File: src/rtl/jtag_pkg.sv
// Shared TAP definitions: state encoding, opcodes, instruction classes.
// The IDCODE register is built only when JTAG_TAP_IDCODE_EN is defined.
package jtag_pkg;

  localparam int IR_LEN_DEF = 4;

  localparam logic [3:0] OP_EXTEST         = 4'h0;
  localparam logic [3:0] OP_SAMPLE_PRELOAD = 4'h1;
  localparam logic [3:0] OP_IDCODE         = 4'h2;
  localparam logic [3:0] OP_DEBUG          = 4'h8;
  localparam logic [3:0] OP_MBIST          = 4'h9;
  localparam logic [3:0] OP_BYPASS         = 4'hF;

  typedef enum logic [3:0] {
    ST_TLR    = 4'hF,
    ST_RTI    = 4'hC,
    ST_SEL_DR = 4'h7,
    ST_CAP_DR = 4'h6,
    ST_SH_DR  = 4'h2,
    ST_EX1_DR = 4'h1,
    ST_PA_DR  = 4'h3,
    ST_EX2_DR = 4'h0,
    ST_UPD_DR = 4'h5,
    ST_SEL_IR = 4'h4,
    ST_CAP_IR = 4'hE,
    ST_SH_IR  = 4'hA,
    ST_EX1_IR = 4'h9,
    ST_PA_IR  = 4'hB,
    ST_EX2_IR = 4'h8,
    ST_UPD_IR = 4'hD
  } tap_state_e;

  typedef enum logic [2:0] {
    INS_EXTEST,
    INS_SAMPLE,
    INS_IDCODE,
    INS_DEBUG,
    INS_MBIST,
    INS_BYPASS
  } instr_e;

endpackage

File: src/rtl/jtag_tap_fsm.sv
// 16-state IEEE 1149.1 TAP controller with combinational state decode.
module jtag_tap_fsm import jtag_pkg::*; (
  input  logic tclk,
  input  logic test_logic_reset_i,
  input  logic tms_i,
  output logic tlr,
  output logic capture_dr,
  output logic shift_dr,
  output logic pause_dr,
  output logic update_dr,
  output logic capture_ir,
  output logic shift_ir,
  output logic update_ir
);

  tap_state_e state, state_nxt;

  always_ff @(posedge tclk or posedge test_logic_reset_i) begin
    if (test_logic_reset_i) state <= ST_TLR;
    else                    state <= state_nxt;
  end

  always_comb begin
    state_nxt = state;
    unique case (state)
      ST_TLR:    state_nxt = tms_i ? ST_TLR    : ST_RTI;
      ST_RTI:    state_nxt = tms_i ? ST_SEL_DR : ST_RTI;
      ST_SEL_DR: state_nxt = tms_i ? ST_SEL_IR : ST_CAP_DR;
      ST_CAP_DR: state_nxt = tms_i ? ST_EX1_DR : ST_SH_DR;
      ST_SH_DR:  state_nxt = tms_i ? ST_EX1_DR : ST_SH_DR;
      ST_EX1_DR: state_nxt = tms_i ? ST_UPD_DR : ST_PA_DR;
      ST_PA_DR:  state_nxt = tms_i ? ST_EX2_DR : ST_PA_DR;
      ST_EX2_DR: state_nxt = tms_i ? ST_UPD_DR : ST_SH_DR;
      ST_UPD_DR: state_nxt = tms_i ? ST_SEL_DR : ST_RTI;
      ST_SEL_IR: state_nxt = tms_i ? ST_TLR    : ST_CAP_IR;
      ST_CAP_IR: state_nxt = tms_i ? ST_EX1_IR : ST_SH_IR;
      ST_SH_IR:  state_nxt = tms_i ? ST_EX1_IR : ST_SH_IR;
      ST_EX1_IR: state_nxt = tms_i ? ST_UPD_IR : ST_PA_IR;
      ST_PA_IR:  state_nxt = tms_i ? ST_EX2_IR : ST_PA_IR;
      ST_EX2_IR: state_nxt = tms_i ? ST_UPD_IR : ST_SH_IR;
      ST_UPD_IR: state_nxt = tms_i ? ST_SEL_DR : ST_RTI;
      default:   state_nxt = ST_TLR;
    endcase
  end

  always_comb begin
    tlr        = (state == ST_TLR);
    capture_dr = (state == ST_CAP_DR);
    shift_dr   = (state == ST_SH_DR);
    pause_dr   = (state == ST_PA_DR);
    update_dr  = (state == ST_UPD_DR);
    capture_ir = (state == ST_CAP_IR);
    shift_ir   = (state == ST_SH_IR);
    update_ir  = (state == ST_UPD_IR);
  end

endmodule

File: src/rtl/jtag_tap_ctrl.sv
// JTAG TAP: IR, bypass/IDCODE data registers, instruction decode, TDO mux.
// Define JTAG_TAP_IDCODE_EN to build the IDCODE register (reset instruction IDCODE).
module jtag_tap_ctrl import jtag_pkg::*; #(
  parameter logic [31:0] IDCODE_VAL = 32'h1000_0093,
  parameter int          IR_LEN     = IR_LEN_DEF
) (
  input  logic tclk,
  input  logic test_logic_reset_i,
  input  logic tms_i,
  input  logic tdi_i,
  output logic tdo_o,
  output logic tdo_oe_o,
  output logic chain_tdi_o,
  input  logic bs_chain_tdo_i,
  input  logic debug_tdo_i,
  input  logic mbist_tdo_i,
  output logic capture_dr_o,
  output logic shift_dr_o,
  output logic pause_dr_o,
  output logic update_dr_o,
  output logic tlr_o,
  output logic extest_sel_o,
  output logic sample_preload_sel_o,
  output logic debug_sel_o,
  output logic mbist_sel_o
);

`ifdef JTAG_TAP_IDCODE_EN
  localparam logic [IR_LEN-1:0] RST_INSTR = IR_LEN'(OP_IDCODE);
`else
  localparam logic [IR_LEN-1:0] RST_INSTR = {IR_LEN{1'b1}};
`endif

  logic capture_ir, shift_ir, update_ir;
  logic [IR_LEN-1:0] ir_shift, ir_latch;
  logic bypass_reg, id_lsb, tdo_nxt;
  instr_e instr;

  jtag_tap_fsm u_fsm (
    .tclk               (tclk),
    .test_logic_reset_i (test_logic_reset_i),
    .tms_i              (tms_i),
    .tlr                (tlr_o),
    .capture_dr         (capture_dr_o),
    .shift_dr           (shift_dr_o),
    .pause_dr           (pause_dr_o),
    .update_dr          (update_dr_o),
    .capture_ir         (capture_ir),
    .shift_ir           (shift_ir),
    .update_ir          (update_ir)
  );

  assign chain_tdi_o = tdi_i;

  always_ff @(posedge tclk or posedge test_logic_reset_i) begin
    if (test_logic_reset_i)  ir_shift <= '0;
    else if (capture_ir)     ir_shift <= IR_LEN'(2'b01);
    else if (shift_ir)       ir_shift <= {tdi_i, ir_shift[IR_LEN-1:1]};
  end

  // The latch only moves on the UPDATE_IR exit edge, so an aborted scan never lands.
  always_ff @(posedge tclk or posedge test_logic_reset_i) begin
    if (test_logic_reset_i)  ir_latch <= RST_INSTR;
    else if (tlr_o)          ir_latch <= RST_INSTR;
    else if (update_ir)      ir_latch <= ir_shift;
  end

  always_comb begin
    instr = INS_BYPASS;
    if      (ir_latch == IR_LEN'(OP_EXTEST))         instr = INS_EXTEST;
    else if (ir_latch == IR_LEN'(OP_SAMPLE_PRELOAD)) instr = INS_SAMPLE;
    else if (ir_latch == IR_LEN'(OP_DEBUG))          instr = INS_DEBUG;
    else if (ir_latch == IR_LEN'(OP_MBIST))          instr = INS_MBIST;
`ifdef JTAG_TAP_IDCODE_EN
    else if (ir_latch == IR_LEN'(OP_IDCODE))         instr = INS_IDCODE;
`endif
  end

  assign extest_sel_o         = (instr == INS_EXTEST);
  assign sample_preload_sel_o = (instr == INS_SAMPLE);
  assign debug_sel_o          = (instr == INS_DEBUG);
  assign mbist_sel_o          = (instr == INS_MBIST);

  always_ff @(posedge tclk or posedge test_logic_reset_i) begin
    if (test_logic_reset_i) bypass_reg <= 1'b0;
    else if (instr == INS_BYPASS) begin
      if (capture_dr_o)     bypass_reg <= 1'b0;
      else if (shift_dr_o)  bypass_reg <= tdi_i;
    end
  end

`ifdef JTAG_TAP_IDCODE_EN
  logic [31:0] idcode_reg;

  always_ff @(posedge tclk or posedge test_logic_reset_i) begin
    if (test_logic_reset_i) idcode_reg <= IDCODE_VAL;
    else if (instr == INS_IDCODE) begin
      if (capture_dr_o)     idcode_reg <= IDCODE_VAL;
      else if (shift_dr_o)  idcode_reg <= {tdi_i, idcode_reg[31:1]};
    end
  end

  assign id_lsb = idcode_reg[0];
`else
  assign id_lsb = 1'b0;
`endif

  always_comb begin
    tdo_nxt = 1'b0;
    if (shift_ir) tdo_nxt = ir_shift[0];
    else if (shift_dr_o) begin
      unique case (instr)
        INS_EXTEST, INS_SAMPLE: tdo_nxt = bs_chain_tdo_i;
        INS_DEBUG:              tdo_nxt = debug_tdo_i;
        INS_MBIST:              tdo_nxt = mbist_tdo_i;
        INS_IDCODE:             tdo_nxt = id_lsb;
        default:                tdo_nxt = bypass_reg;
      endcase
    end
  end

  // Falling-edge launch gives the receiver a half cycle of setup before the next rising edge.
  always_ff @(negedge tclk or posedge test_logic_reset_i) begin
    if (test_logic_reset_i) begin
      tdo_o    <= 1'b0;
      tdo_oe_o <= 1'b0;
    end else begin
      tdo_o    <= tdo_nxt;
      tdo_oe_o <= shift_ir | shift_dr_o;
    end
  end

endmodule

File: config.mk
export PLATFORM = sky130hd
export DESIGN_NAME = jtag_tap_ctrl
export DESIGN_NICKNAME = d
export VERILOG_FILES = /design/src/rtl/jtag_pkg.sv /design/src/rtl/jtag_tap_fsm.sv /design/src/rtl/jtag_tap_ctrl.sv
export SDC_FILE = /design/constraint.sdc
export NUM_CORES = 1
export LEC_CHECK = 0
export ABC_CLOCK_PERIOD_IN_PS = 1600
export CAP_MARGIN = 20
export CORE_MARGIN = 2
export CORE_UTILIZATION = 47
export CTS_CLUSTER_DIAMETER = 80
export DETAILED_ROUTE_END_ITERATION = 8
export MAX_ROUTING_LAYER = met4
export PLACE_DENSITY = 0.76
export RECOVER_POWER = 25
export SLEW_MARGIN = 20
export SYNTH_ARGS = -nofsm -noshare
export SYNTH_HDL_FRONTEND = slang
export SYNTH_SLANG_ARGS = --single-unit
File: constraint.sdc
create_clock -name tclk -period 1.6 [get_ports tclk]
set_input_delay 0.24 -clock tclk [delete_from_list [all_inputs] [get_ports tclk]]
set_output_delay 0.24 -clock tclk [all_outputs]
set_load 0.02 [all_outputs]
==> out/qor.yml, run 1 <==
run_status:
  status: "complete, but fails checks"
  violations: "setup timing"
layout:
  antenna_cells: 0
  fillers: 82
  top_regs: "ir_latch (4), ir_shift (4), u_fsm.state (4)"
  fin_cells: 146
  layout_commonest_cell: "buf_4"
  synthToLayoutAreaGrowth_pct: 68.6
  most-common-layout-cells: "buf_4, buf_6, nand2_1"
  nNetsFinal: 138
  drive_gt1_share_pct: 52.3
global_route:
  grt_max_degree: 13
  antenna_found_initial: 0
  grt.total_usage_pct: 22.4
  grt_pass1_wl_um: 3160
  grt_pass1_vias: 695
  grt-ovfl-total: 0
run:
  maxCapViolations: 0
critical_path:
  timing.rr.end: "tdo_o$_DFF_NP0_"
  crit_chain: "or4_1 > o211ai_1 > o32ai_1"
  r2r_start: "ir_latch[1]$_DFFE_PP1P_"
  crit_path_end: "tdo_o$_DFF_NP0_"
  r2r_slack_ps: -470
  worst-path-buf-inv: 0
  worstPathArrival_ps: 1400
  worst-path-stages: 3
  path_delay_family: "simple AND/OR/NAND/NOR gates"
  required_ps: 920
  start_kind: "flop"
  worstRegToRegCells: 3
  cpMaxStageDelayCell: "or4_1"
  slowest_delay_ps: 530
  worst_setup_path_end_kind: "flop"
  critPathMaxFanout: 2
  cp-startpoint: "ir_latch[1]$_DFFE_PP1P_"
  crit_type: "flop to flop"
logic_synthesis:
  async_flop_share_pct: 100
  synth-seq-cells: 15
  yosysWarnings: 0
  synth_area_um2: 788
  syn_area_per_cell_um2: 9.38
  ys.flop_type: "dfstp_2"
  postSynthCellCount: 84
  synth.distinct_cells: 30
  synth-edff-count: 0
  syn-num-nets: 91
  synth.top_cell.area_share_pct: 26.7
  netlist_top_cells_area: "dfstp_2, dfrtp_1, nand2_1, dfrtn_1, o21ai_0"
  synth_top_cell_by_area: "dfstp_2"
  synth-seq-area-share_pct: 48.9
floorplan:
  chipWidth_um: 45.0
  start_util_pct: 51.1
  die_h_um: 45.0
  core.rowCount: 14
  design.core.area_um2: 1540
  dieArea_um2: 2020
  io_pins: 19
route:
  ant_nets: 0
  drt_iter0_drc: 25
  routed-via-count: 841
  drc_errors: 0
  wl_um: 2500
  vias_per_cell: 5.76
  detail_route.wl_per_cell_um: 17.1
  drt-pass1-iter-count: 4
worst_hold_path:
  worstHoldStart: "ir_shift[2]$_DFFE_PP0N_"
  hp-class: "flop to flop"
sta:
  rsz0062_at_grt: "true"
  worst_slack_ps: -475
  fin_worst_skew_ps: 4.62
  slew_violations: 0
  tightestPinTransition_ps: 341
  timing.final.setup_violations: 9
  fin_worst_hold_slack_ps: 516
  max-slew-margin-rel_pct: 77.2
  final_hold_viol_count: 0
cts:
  clk_path_buf_depth: 2
  cts_buffers: 3
  htree_levels: 1
  clock-root-buffer: "clkbuf_4"
  clock-sinks: 15
  clkLatencyLatePin_ps: 280
  cts_tree: "yes"
  ctsHoldBuffers: 0
  path_clk_slew_ps: 90
power:
  power_leakage_nw: 0.607
  ir_drop_uv: 1420
  pwr_density_cell_nw_per_um2: 2140
placement:
  place_congestion: 0.844
  dp_hpwl_um: 1330
  io_buffers: 18
  dp.cells: 131
repair_timing:
action | 4_1_cts | 5_1_grt
pin swaps | 4 | 7
endpoints found under the hold margin | 0 | 0
cloned | 0 | 1
setup buffers | 6 | 6
resized for setup | 68 | 30
setup endpoints to repair | 13 | 14
tightest hold or removal path, delay by kind of cell, from the launching register on:
family	cells	cell delay, ps
AND/OR/NAND/NOR	1	50
flip-flops	1	370
AO/OA/AOI/OAI	1	60
layer usage:
| metal | part of all wire [%] | GRT usage, % | vias to the layer above |
|---|---|---|---|
| li1 | - | - | 389 |
| met1 | 45 | 31.9 | 417 |
| met2 | 48 | 32.9 | 33 |
| met3 | 5.7 | 4.80 | 2 |
| met4 | 0.72 | 5.29 | 0 |
| met5 | 0 | - | - |
Yosys cell counts (2+ instances only):
library cell and instances:
nand2_1 15, mux2_2 3, a21oi_1 2, and3_1 2
dfrtn_1 2, dfstp_2 8, nor2_1 10, dfrtp_1 5
buf_4 2, nor4b_1 2, buf_2 2, o21ai_0 9
nor3_1 3, inv_1 3
cell families after synthesis:
kind of cell,synth area share [%]
flip-flops,48.9
AND/OR/NAND/NOR,26.4
buffers and inverters,6.03
multiplexers,5.56
AO/OA/AOI/OAI,13.2
final cells by class:
class | count | area [um^2] | share of cell area, %
repair buffers | 47 | 424 | 31.9
clock buffers | 4 | 26.3 | 1.98
multi-input cells | 61 | 462 | 34.7
flip-flops and latches | 15 | 385 | 29.0
well taps | 16 | 20.0 | 1.51
inverters | 3 | 11.3 | 0.847
power breakdown:
group	total, mW	switching [mW]	leakage, nW	internal (mW)
sequential	0.788	0.169	0.178	0.619
combinational	1.84	0.911	0.414	0.932
clock	0.218	0.121	0.0150	0.0967
per-stage QoR:
step                      utilization (%)  TNS, ps  total power [mW]  setup WS [ps]  cell area, um^2
after global placement               71.5    -2790              1.97           -583             1100
after floorplan                         -     -477              1.47           -399              807
after detailed placement             71.5    -3020              2.00           -609             1100
after global routing                 86.2    -1990              3.01           -491             1330
after CTS                            77.7    -1360              2.40           -447             1200
final                                86.2    -1540              2.85           -475             1330
how the worst min path moves through the flow:
stage	to	slack [ps]	depth (start not counted)
after floorplan	bypass_reg$_DFFE_PP0P_	140	1
after global placement	ir_shift[1]$_DFFE_PP0N_	500	2
after detailed placement	ir_shift[2]$_DFFE_PP0N_	490	2
after CTS	ir_latch[0]$_DFFE_PP1P_	380	2
after global routing	bypass_reg$_DFFE_PP0P_	550	1
final	ir_shift[2]$_DFFE_PP0N_	520	2
(Power assumes the default switching activity.)
==> run 2: changes to the inputs <==
--- a/config.mk
+++ b/config.mk
@@ -5,10 +5,11 @@
 export SDC_FILE = /design/constraint.sdc
 export NUM_CORES = 1
 export LEC_CHECK = 0
+export ABC_AREA = 1
 export ABC_CLOCK_PERIOD_IN_PS = 1600
 export CAP_MARGIN = 20
 export CORE_MARGIN = 2
-export CORE_UTILIZATION = 47
+export CORE_UTILIZATION = 48
 export CTS_CLUSTER_DIAMETER = 80
 export DETAILED_ROUTE_END_ITERATION = 8
 export MAX_ROUTING_LAYER = met4
@@ -17,4 +18,5 @@
 export SLEW_MARGIN = 20
 export SYNTH_ARGS = -nofsm -noshare
 export SYNTH_HDL_FRONTEND = slang
+export SYNTH_HIERARCHICAL = 1
 export SYNTH_SLANG_ARGS = --single-unit
==> run 2 against run 1 <==
The flow still finishes with violations (setup timing); non-clock buffer count rose by 9; die area rose by 7.5%; clock skew rose by 1.4 ps; largest cell class unchanged; largest power group unchanged; highest routed layer unchanged.
==> out/qor.yml, run 2 <==
run_status:
  status: "complete, but fails checks"
  violations: "setup timing"
logic_synthesis:
  synth.distinct_cells: 22  # -27%
  synth.top_cell.area_share_pct: 24.1  # -2.5 points
  ys.flop_type: "dfstp_2"
  synth_top_cell_by_area: "dfstp_2"
  syn-num-nets: 126  # +38%
  async_flop_share_pct: 100  # unchanged
  postSynthCellCount: 119  # +42%
  yosysWarnings: 6  # +6
  syn_area_per_cell_um2: 7.32  # -22%
  synth_area_um2: 871  # +10%
  synth-seq-area-share_pct: 44.3  # -4.6 points
  synth_commonest_cells: "nand2_1, nor2_1, inv_1"
  netlist_top_cells_area: "dfstp_2, dfrtp_1, nand2_1, nor2_1, inv_1"
  synth-seq-cells: 15  # unchanged
  synth-edff-count: 0  # unchanged
critical_path:
  worstPathArrival_ps: 1460  # +60 ps
  slowest_delay_ps: 570  # +40 ps
  worst_setup_path_end_kind: "flop"
  r2r_start: "u_fsm/state[1]$_DFF_PP1_"
  critPathMaxFanout: 3  # +1
  required_ps: 940  # +20 ps
  crit_type: "flop to flop"
  timing.rr.end: "tdo_o$_DFF_NP0_"
  start_kind: "flop"
  r2r_slack_ps: -510  # -40 ps
  crit_chain: "nand2_4 > nor3_4 > inv_2 > nand2_2 > a21oi_2 > nand2_1 > nand2_1"
  worstRegToRegCells: 7  # +4
  cpMaxStageDelayCell: "dfstp_2"
  crit_top_cell: "nand2_1"
floorplan:
  io_pins: 19  # unchanged
  dieArea_um2: 2170  # +7.5%
  chipWidth_um: 46.6  # +3.7%
  die_h_um: 46.6  # +3.7%
  design.core.area_um2: 1710  # +11%
  start_util_pct: 51.0  # -0.15 points
  core.rowCount: 15  # +1
global_route:
  antenna_found_initial: 0  # unchanged
  grt-ovfl-total: 0  # unchanged
  grt.total_usage_pct: 29.6  # +7.1 points
  grt_pass1_wl_um: 4300  # +36%
  grt_max_degree: 9  # -4
  grt_pass1_vias: 1009  # +45%
sta:
  fin_worst_skew_ps: 6.00  # +1.39 ps
  max-slew-margin-rel_pct: 69.5  # -7.8 points
  final_hold_viol_count: 0  # unchanged
  slew_violations: 0  # unchanged
  worst_slack_ps: -513  # -37.9 ps
  rsz0062_at_grt: "true"
  tightestPinTransition_ps: 458  # +116 ps
  timing.final.setup_violations: 10  # +1
route:
  drt_iter0_drc: 84  # +240%
  drc_errors: 0  # unchanged
  vias_per_cell: 5.71  # -0.82%
  drt-pass1-iter-count: 4  # unchanged
  detail_route.wl_per_cell_um: 17.8  # +4.0%
  wl_um: 3590  # +44%
  routed-via-count: 1154  # +37%
  ant_nets: 0  # unchanged
cts:
  cts_tree: "yes"
  path_clk_slew_ps: 100  # about the same
  ctsHoldBuffers: 0  # unchanged
  clock-root-buffer: "clkbuf_4"
  htree_levels: 1  # unchanged
  clk_path_buf_depth: 2  # unchanged
  cts_buffers: 3  # unchanged
  clock-sinks: 15  # unchanged
  clkLatencyLatePin_ps: 290  # about the same
layout:
  nNetsFinal: 185  # +34%
  synthToLayoutAreaGrowth_pct: 80.9
  drive_gt1_share_pct: 58.2  # +5.9 points
  postLayoutCoreUtil_pct: 92.2  # +6.0 points
  layout_commonest_cell: "buf_4"
  most-common-layout-cells: "buf_4, nand2_1, buf_6"
  antenna_cells: 0  # unchanged
  fin_cells: 202  # +38%
  top_regs: "ir_latch (4), ir_shift (4), u_fsm/state (4)"
power:
  power_leakage_nw: 0.769  # +27%
  pwr_density_cell_nw_per_um2: 2140  # -0.18%
  ir_drop_uv: 1360  # -4.2%
worst_hold_path:
  hp-class: "input port to asynchronous set/reset pin"
placement:
  pre_cts_ws_ps: -448  # +161 ps
  place_congestion: 0.903  # +7.1%
  io_buffers: 18  # unchanged
  dp_hpwl_um: 1740  # +31%
  dp.cells: 189  # +44%
run:
  maxCapViolations: 0  # unchanged
[run 2: changes by cell type after synthesis, sizes merged, moves of 5 or more]
cell | before | now
nand2 | 15 | 25
nor2 | 10 | 21
a21oi | 2 | 7
inv | 3 | 22
nand3 | 1 | 8
[run 2: cell type report]
cell class	count	area [um^2]
timing repair buffer	56	504
clock buffer	4	26.3
multi-input combinational	79	533
inverter	23	95.1
sequential	15	385
fill	60	133
tap	25	31.3
[run 2: power breakdown]
part	switching, mW	total (mW)	internal [mW]
Clock	0.131	0.227	0.0968
Combinational	1.25	2.32	1.07
Sequential	0.184	0.822	0.637
Total	1.56	3.37	1.81
[run 2: per-stage QoR]
step	power [mW]	instance area (um^2)	hold slack [ps]	TNS [ps]
final	3.37	1580	307	-1910
after global routing	3.52	1580	327	-2510
after CTS	2.83	1420	161	-1520
after detailed placement	2.40	1320	478	-2840
after global placement	2.35	1320	472	-2570
after floorplan	1.66	908	89.5	-830
[run 2: kinds of logic (layout without fill, tap and decap cells)]
logic type / Yosys count / count (layout) / synth area share, %
AOI/OAI and AO/OA: 18 / 18 / 10.6
buffers and inverters: 25 / 83 / 11.8
DFF: 15 / 15 / 44.3
and+or+nand+nor: 61 / 61 / 33.3
[run 2: metal layers]
metal  vias up  wire length [um]  GRT usage [%]
li1        495                 -              -
met1       553              1360           35.5
met2        88              1780           48.3
met3        18               321           6.67
met4         0               129           10.3
met5         -                 0              -
[run 2: worst max-delay path by stage]
stage	depth (start not counted)	endpoint	from
after global routing	7	tdo_o$_DFF_NP0_	u_fsm/state[1]$_DFF_PP1_
after detailed placement	7	tdo_o$_DFF_NP0_	u_fsm/state[3]$_DFF_PP1_
final	7	tdo_o$_DFF_NP0_	u_fsm/state[1]$_DFF_PP1_
after CTS	7	tdo_o$_DFF_NP0_	u_fsm/state[3]$_DFF_PP1_
after floorplan	7	tdo_o$_DFF_NP0_	u_fsm/state[3]$_DFF_PP1_
after global placement	1	tdo_o	tdo_o$_DFF_NP0_
[run 2: critical path: cells and delay by family (launching register included)]
kind            cells  cell delay (ps)
compound gates      1               40
buf+inv             1               70
flops               1              570
simple gates        5              480
[run 2: what timing repair did]
item,4_1_cts,5_1_grt
endpoints found under the setup margin,13,16
resized for setup,76,37
pin swaps,3,10
buffers inserted,5,8
==> run 3: changes to the inputs <==
--- a/config.mk
+++ b/config.mk
@@ -6,14 +6,15 @@
 export NUM_CORES = 1
 export LEC_CHECK = 0
 export ABC_AREA = 1
-export ABC_CLOCK_PERIOD_IN_PS = 1600
+export ABC_CLOCK_PERIOD_IN_PS = 2600
 export CAP_MARGIN = 20
 export CORE_MARGIN = 2
-export CORE_UTILIZATION = 48
+export CORE_UTILIZATION = 50
 export CTS_CLUSTER_DIAMETER = 80
+export CTS_CLUSTER_SIZE = 12
 export DETAILED_ROUTE_END_ITERATION = 8
 export MAX_ROUTING_LAYER = met4
-export PLACE_DENSITY = 0.76
+export PLACE_DENSITY = 0.79
 export RECOVER_POWER = 25
 export SLEW_MARGIN = 20
 export SYNTH_ARGS = -nofsm -noshare
==> constraint.sdc (replaced) <==
create_clock -name tclk -period 2.6 [get_ports tclk]
set_input_delay 0.39 -clock tclk [delete_from_list [all_inputs] [get_ports tclk]]
set_output_delay 0.39 -clock tclk [all_outputs]
set_load 0.02 [all_outputs]
==> run 3 against run 2 <==
The run now ends clean; clock skew is 1.3 ps higher; sequential cell count did not move; via count fell by 24%; setup slack improved by 540 ps; hold slack better by 140 ps; power fell by 57%; routed wire length decreased by 43%; first-iteration DRC count shrank 77%; core utilization decreased by 22 points; critical endpoint is now tdo_oe_o$_DFF_NP0_.
==> out/qor.yml, run 3 (same netlist as run 2, synthesis figures left out) <==
route:
  drt-pass1-iter-count: 4  # unchanged
  detail_route.wl_per_cell_um: 12.2  # -31%
  drt_iter0_drc: 19  # -77%
  drc_errors: 0  # unchanged
  ant_nets: 0  # unchanged
  wl_um: 2060  # -43%
  vias_per_cell: 5.20  # -9.0%
  routed-via-count: 879  # -24%
sta:
  timing.final.setup_violations: 0  # -10
  tightestPinTransition_ps: 422  # -35.9 ps
  final_hold_viol_count: 0  # unchanged
  fin_worst_hold_slack_ps: 447  # +140 ps
  worst_slack_ps: 25.5  # +538 ps
  max-slew-margin-rel_pct: 71.9  # +2.4 points
  fin_worst_skew_ps: 7.28  # +1.28 ps
  slew_violations: 0  # unchanged
layout:
  layout_commonest_cell: "nand2_1"
  final_design_area_no_fill_um2: 1190  # -25%
  synthToLayoutAreaGrowth_pct: 36.2
  fin_cells: 169  # -16%
  antenna_cells: 0  # unchanged
  drive_gt1_share_pct: 28.9  # -29 points
  most-common-layout-cells: "nand2_1, nor2_1, inv_1"
  top_regs: "ir_latch (4), ir_shift (4), u_fsm/state (4)"
  nNetsFinal: 160  # -14%
power:
  p_int_mw: 0.802  # -56%
  p_comb_share_pct: 56.4  # -13 points
  p_clk_share_pct: 9.2  # +2.5 points
  power_mw: 1.44  # -57%
  pwr_density_cell_nw_per_um2: 1220  # -43%
  seqPwrFrac_pct: 34.4  # +10 points
  p_switching_mw: 0.641  # -59%
  power_leakage_nw: 0.597  # -22%
  switching_share_pct: 44.4  # -2.0 points
  ir_drop_uv: 661  # -52%
global_route:
  grt.total_usage_pct: 19.2  # -10 points
  antenna_found_initial: 0  # unchanged
  grt-busiest-layer: "met2"
  grt_pass1_vias: 709  # -30%
  grt_pass1_wl_um: 2840  # -34%
  met2_usage_pct: 30.1  # -18 points
  met3_usage_pct: 2.38  # -4.3 points
  grt_max_degree: 9  # unchanged
  use_met1_pct: 26.1  # -9.4 points
  grt-ovfl-total: 0  # unchanged
floorplan:
  die_h_um: 45.7  # -1.8%
  core.rowCount: 15  # unchanged
  design.core.area_um2: 1690  # -1.1%
  start_util_pct: 51.6  # +0.57 points
  dieArea_um2: 2090  # -3.7%
  chipWidth_um: 45.7  # -1.8%
  io_pins: 19  # unchanged
cts:
  clock-root-buffer: "clkbuf_4"
  htree_levels: 1  # unchanged
  ctsHoldBuffers: 0  # unchanged
  path_clk_slew_ps: 90  # about the same
  clkLatencyLatePin_ps: 280  # about the same
  clock-sinks: 15  # unchanged
  cts_tree: "yes"
  clk_path_buf_depth: 2  # unchanged
  cts_buffers: 3  # unchanged
placement:
  dp_hpwl_um: 1440  # -17%
  dpl_cell_area_um2: 1120  # -15%
  place_congestion: 0.934  # +3.4%
  pre_cts_ws_ps: -42.2  # +406 ps
  io_buffers: 18  # unchanged
  dp.cells: 159  # -16%
critical_path:
  worstPathArrival_ps: 1410  # -50 ps
  r2r_start: "u_fsm/state[2]$_DFF_PP1_"
  required_ps: 1430  # +490 ps
  critPathMaxFanout: 6  # +3
  start_kind: "flop"
  crit_type: "flop to flop"
  cp-startpoint: "u_fsm/state[2]$_DFF_PP1_"
  worst_setup_path_end_kind: "flop"
run_status:
  status: "finished, final reports clean"
run:
  maxCapViolations: 0  # unchanged
worst_hold_path:
  hp-class: "input port to asynchronous set/reset pin"
[run 3: area by class of cell]
cell class / instances / area, um^2
well taps: 17 / 21.3
repair buffers: 31 / 264
clock buffers: 4 / 26.3
multi-input cells: 79 / 402
inverters: 23 / 87.6
flip-flops and latches: 15 / 385
fillers: 128 / 503
[run 3: repair_timing]
action	in CTS	in global routing
endpoints found under the setup margin	2	2
pin swaps	0	2
setup buffers	0	6
hold endpoints to repair	0	0
gates resized for setup	8	4
[run 3: power groups by stage]
stage / logic [mW] / clock network [mW] / registers [mW]
global placement: 0.708 / 0 / 0.487
finish: 0.814 / 0.133 / 0.496
floorplan: 0.471 / 0 / 0.491
CTS: 0.716 / 0.136 / 0.487
detailed placement: 0.724 / 0 / 0.492
global route: 0.898 / 0.141 / 0.516
[run 3: per-layer routing]
metal	part of all wire, %	vias to the layer above	wire, um
li1	-	448	-
met1	42	391	869
met2	50	40	1040
met3	7.4	0	152
met4	0	0	0
met5	0	-	0
[run 3: final timing paths]
kind | end | slack [ps] | cells after the start
max | tdo_oe_o$_DFF_NP0_ | 30 | 4
min | bypass_reg$_DFFE_PP0P_ | 450 | 2
max reg2reg | tdo_oe_o$_DFF_NP0_ | 30 | 4
min reg2reg | ir_latch[2]$_DFFE_PP1P_ | 510 | 2
max in group asynchronous | tdo_oe_o$_DFF_NP0_ | 780 | 2
min in group tclk | ir_latch[2]$_DFFE_PP1P_ | 510 | 2
[run 3: critical path: stages, from the launching register on]
cell	delay [ps]
dfstp_2	620
nor2_1	80
inv_1	80
nor2_2	60
or2_2	280
[run 3: through the flow]
stage / setup TNS, ps / util (%)
final: 0 / 70.2
after global routing: -46.5 / 70.2
after CTS: 0 / 67.1
after detailed placement: -82.0 / 66.1
after global placement: -82.9 / 66.1
after floorplan: 0 / -
==> RTL edit 1: new RTL, settings of run 2 <==
Build with the macro `JTAG_TAP_IDCODE_EN` defined.
--- a/src/rtl/jtag_tap_ctrl.sv
+++ b/src/rtl/jtag_tap_ctrl.sv
@@ -1,5 +1,7 @@
 // JTAG TAP: IR, bypass/IDCODE data registers, instruction decode, TDO mux.
 // Define JTAG_TAP_IDCODE_EN to build the IDCODE register (reset instruction IDCODE).
+`define JTAG_TAP_IDCODE_EN
+
 module jtag_tap_ctrl import jtag_pkg::*; #(
   parameter logic [31:0] IDCODE_VAL = 32'h1000_0093,
   parameter int          IR_LEN     = IR_LEN_DEF
Function: not checked (the comparison handles one clock edge and no latches or derived clocks); the edit may change what the design does.
==> RTL edit 1 against run 2 <==
- the flow still finishes with violations (setup timing)
- synthesized area grew to 2.7 times the old value
- sequential cell count up 32
- worst setup slack got worse by 110 ps
- clock power increased to 4.2 times the old value
- wire length increased to 2.9 times the old value
- first-iteration DRC count increased to 3.0 times the old value
- power grew 140%
- design area rose to 2.7 times the old value
- via count is 130% higher
- critical path type unchanged
- critical endpoint unchanged
==> RTL edit 1: results <==
set metrics [dict create \
    cp.arrival_ps 1580 \
    ff2ff_path_depth 6 \
    status "finished with violations" \
    cpPeakStageDelay_ps 610 \
    finalWorstSetupSlack_ps -622 \
    vias 2597 \
    met2_length_um 5360 \
    setup_viol 50 \
    cts.sinks 47 \
    fin_tns_setup_ps -11850 \
    vias_per_cell 5.98 \
    buffers 102 \
    nClkBuffers 5 \
    drive_above_1_share_pct 70.2 \
    skew_ps 13.5 \
    grt_max_degree 32 \
    use_met2_pct 54.2 \
    violations "setup timing" \
    h-tree-depth 2 \
    nMultiInputCombCells 182 \
    clkCellAreaFrac_pct 2.76 \
    inv_count 27 \
    dr.pass1.iters 5 \
    regArea_sq_mm 0.00119 \
    multi_input_area_share_pct 36.2 \
    globalRouteMet3Util_pct 5.69 \
    wl_per_cell_um 24.2 \
]
==> RTL edit 1: cell count changes after synthesis, moves of 2 or more <==
cell | before | now
a21oi_1 | 7 | 2
buf_6 | 0 | 6
dfrtp_1 | 5 | 35
dfstp_2 | 8 | 10
inv_1 | 18 | 20
inv_2 | 4 | 6
nand2_1 | 19 | 74
nand2_2 | 4 | 9
nand3_1 | 7 | 14
nor2_1 | 19 | 26
nor2_4 | 0 | 2
nor4_1 | 4 | 2
o21ai_2 | 0 | 32
==> RTL edit 1: power groups by stage <==
stage	clock [mW]	combinational (mW)	sequential [mW]
CTS	0.914	4.07	1.91
floorplan	0	1.64	1.85
detailed placement	0	2.74	1.85
finish	0.958	5.21	2.04
global route	1.02	5.40	2.06
global placement	0	2.70	1.84
==> RTL edit 1: logic make-up (layout without fill, tap and decap cells) <==
logic type             Yosys count  after routing  share of synthesized area, %
and+or+nand+nor                136            136                          26.0
DFF                             47             47                          50.3
AOI/OAI and AO/OA               46             46                          15.1
buffers and inverters           37            137                          8.57
other                            0              1                             0
==> RTL edit 2: new RTL, settings of run 2 <==
Made on the original files. Put a register stage on the output `chain_tdi_o`, with the module's reset. The value now appears one clock later. The other outputs are not delayed to match.
--- a/src/rtl/jtag_tap_ctrl.sv
+++ b/src/rtl/jtag_tap_ctrl.sv
@@ -50,7 +50,13 @@
     .update_ir          (update_ir)
   );
 
-  assign chain_tdi_o = tdi_i;
+  always_ff @(posedge tclk or posedge test_logic_reset_i) begin
+    if (test_logic_reset_i) begin
+      chain_tdi_o <= '0;
+    end else begin
+      chain_tdi_o <= tdi_i;
+    end
+  end
 
   always_ff @(posedge tclk or posedge test_logic_reset_i) begin
     if (test_logic_reset_i)  ir_shift <= '0;
Check against the original RTL: not checked (the comparison handles one clock edge and no latches or derived clocks); the edit may change what the design does.
==> RTL edit 2 against run 2 <==
- the run still ends with setup timing left
- first-iteration DRC count grew 32%
- hold slack gained 41 ps
- sequential cell count grew 1
- via count grew 9.4%
- synthesized area grew 2.9%
- worst setup slack lost 19 ps
- synthesized cell count shrank 1.7%
- power grew 6.0%
- count of clock-buffer cells in the layout is the same
- wire length grew 18%
- design area grew 1.8%
==> RTL edit 2: results <==
set metrics [dict create \
    cp.arrival_ps 2350 \
    wl_per_cell_um 20.5 \
    whs_ps 348 \
    status "finished with violations" \
    grt_max_degree 10 \
    drtIter0Drc 111 \
    tightest_slew_ps 300 \
    grtUsageMet1_pct 32.3 \
    globalRouteMet3Util_pct 2.69 \
    fin_tns_setup_ps -4070 \
    r2r_start "u_fsm/state[3]" \
    grt_pass1_vias 1050 \
    violations "setup timing" \
    vdd_ir_drop_max_v 0.00163 \
    synthTopCellsByArea "dfstp_2 (23%), dfrtp_1 (17%), nand2_1 (8.0%), nor2_1 (7.5%), inv_1 (5.9%)" \
    setup_viol 15 \
    use_met2_pct 57.5 \
    crit_fanout 4 \
    clk_latency_ps 310 \
    pwr-share-comb_pct 68.3 \
    cellInternalPower_mw 1.94 \
    power_mw 3.57 \
    met2_length_um 2060 \
    grt_pass1_wl_um 4510 \
    r2r_end "ir_shift[0]" \
    ff2ff_path_depth 10 \
    avgSynthCellArea_sq_um 7.66 \
    gp_congestion 0.895 \
    vias_per_cell 6.10 \
    port_buffers 18 \
    skew_ps 6.66 \
    seqPwrFrac_pct 23.3 \
    fillers 62 \
    p_leak_nw 0.801 \
    drive_above_1_share_pct 59.3 \
    finalWorstSetupSlack_ps -532 \
    pre_cts_ws_ps -434 \
    dr.pass1.iters 5 \
    synth.distinct_cells 27 \
    track_usage_pct 31.2 \
    vias 1263 \
    synth.top_cells.by_count "nand2_1 (19), nor2_1 (18), inv_1 (14)" \
    place_area_sq_mm 0.00136 \
    dr_wl_met3_um 427 \
]
## RTL edit 2: changes by cell type after synthesis, moves of 2 or more
cell,before,now
o21ai_0,7,4
inv_2,4,6
a21oi_1,7,5
inv_1,18,14
o21ai_1,2,4
## RTL edit 2: critical path, cell delays in order, from the launching register on
cell	delay, ps
dfstp_2	570
inv_2	60
nor3_4	260
inv_2	80
buf_4	140
buf_6	100
buf_4	120
buf_4	120
buf_4	120
or2_4	270
o22a_1	190
## RTL edit 2: timing repair
| item | in CTS | in global routing |
|---|---|---|
| pin swaps | 4 | 6 |
| endpoints found under the setup margin | 13 | 17 |
| gates resized for setup | 71 | 25 |
| buffers inserted | 8 | 7 |
| hold buffers | 0 | 0 |
## RTL edit 2: worst max-delay path by stage
| stage | startpoint | endpoint | slack, ps | depth (start not counted) |
|---|---|---|---|---|
| 3_3_place_gp | tdo_oe_o | tdo_oe_o | -400 | 1 |
| 2_1_floorplan | u_fsm/state[2] | tdo_oe_o | -450 | 5 |
| 3_5_place_dp | u_fsm/state[3] | tdo_o | -430 | 7 |
| 4_1_cts | u_fsm/state[3] | tdo_oe_o | -410 | 5 |
| 6_report | u_fsm/state[3] | ir_shift[0] | -530 | 10 |
| 5_1_grt | u_fsm/state[3] | tdo_o | -550 | 7 |
## RTL edit 2: cell families (layout without fill, tap and decap cells)
logic type / after synthesis / after routing / synth area share [%]
compound gates: 18 / 18 / 12.3
buf+inv: 23 / 88 / 10.2
simple gates: 60 / 60 / 31.7
flops: 16 / 16 / 45.8
## RTL edit 2: cell type report
type	count	area (sq um)	share of cell area (%)
timing repair buffer	62	522	32.5
multi-input combinational	78	514	32.1
sequential	16	410	25.6
inverter	22	90.1	5.62
clock buffer	4	36.3	2.26
tap	25	31.3	1.95
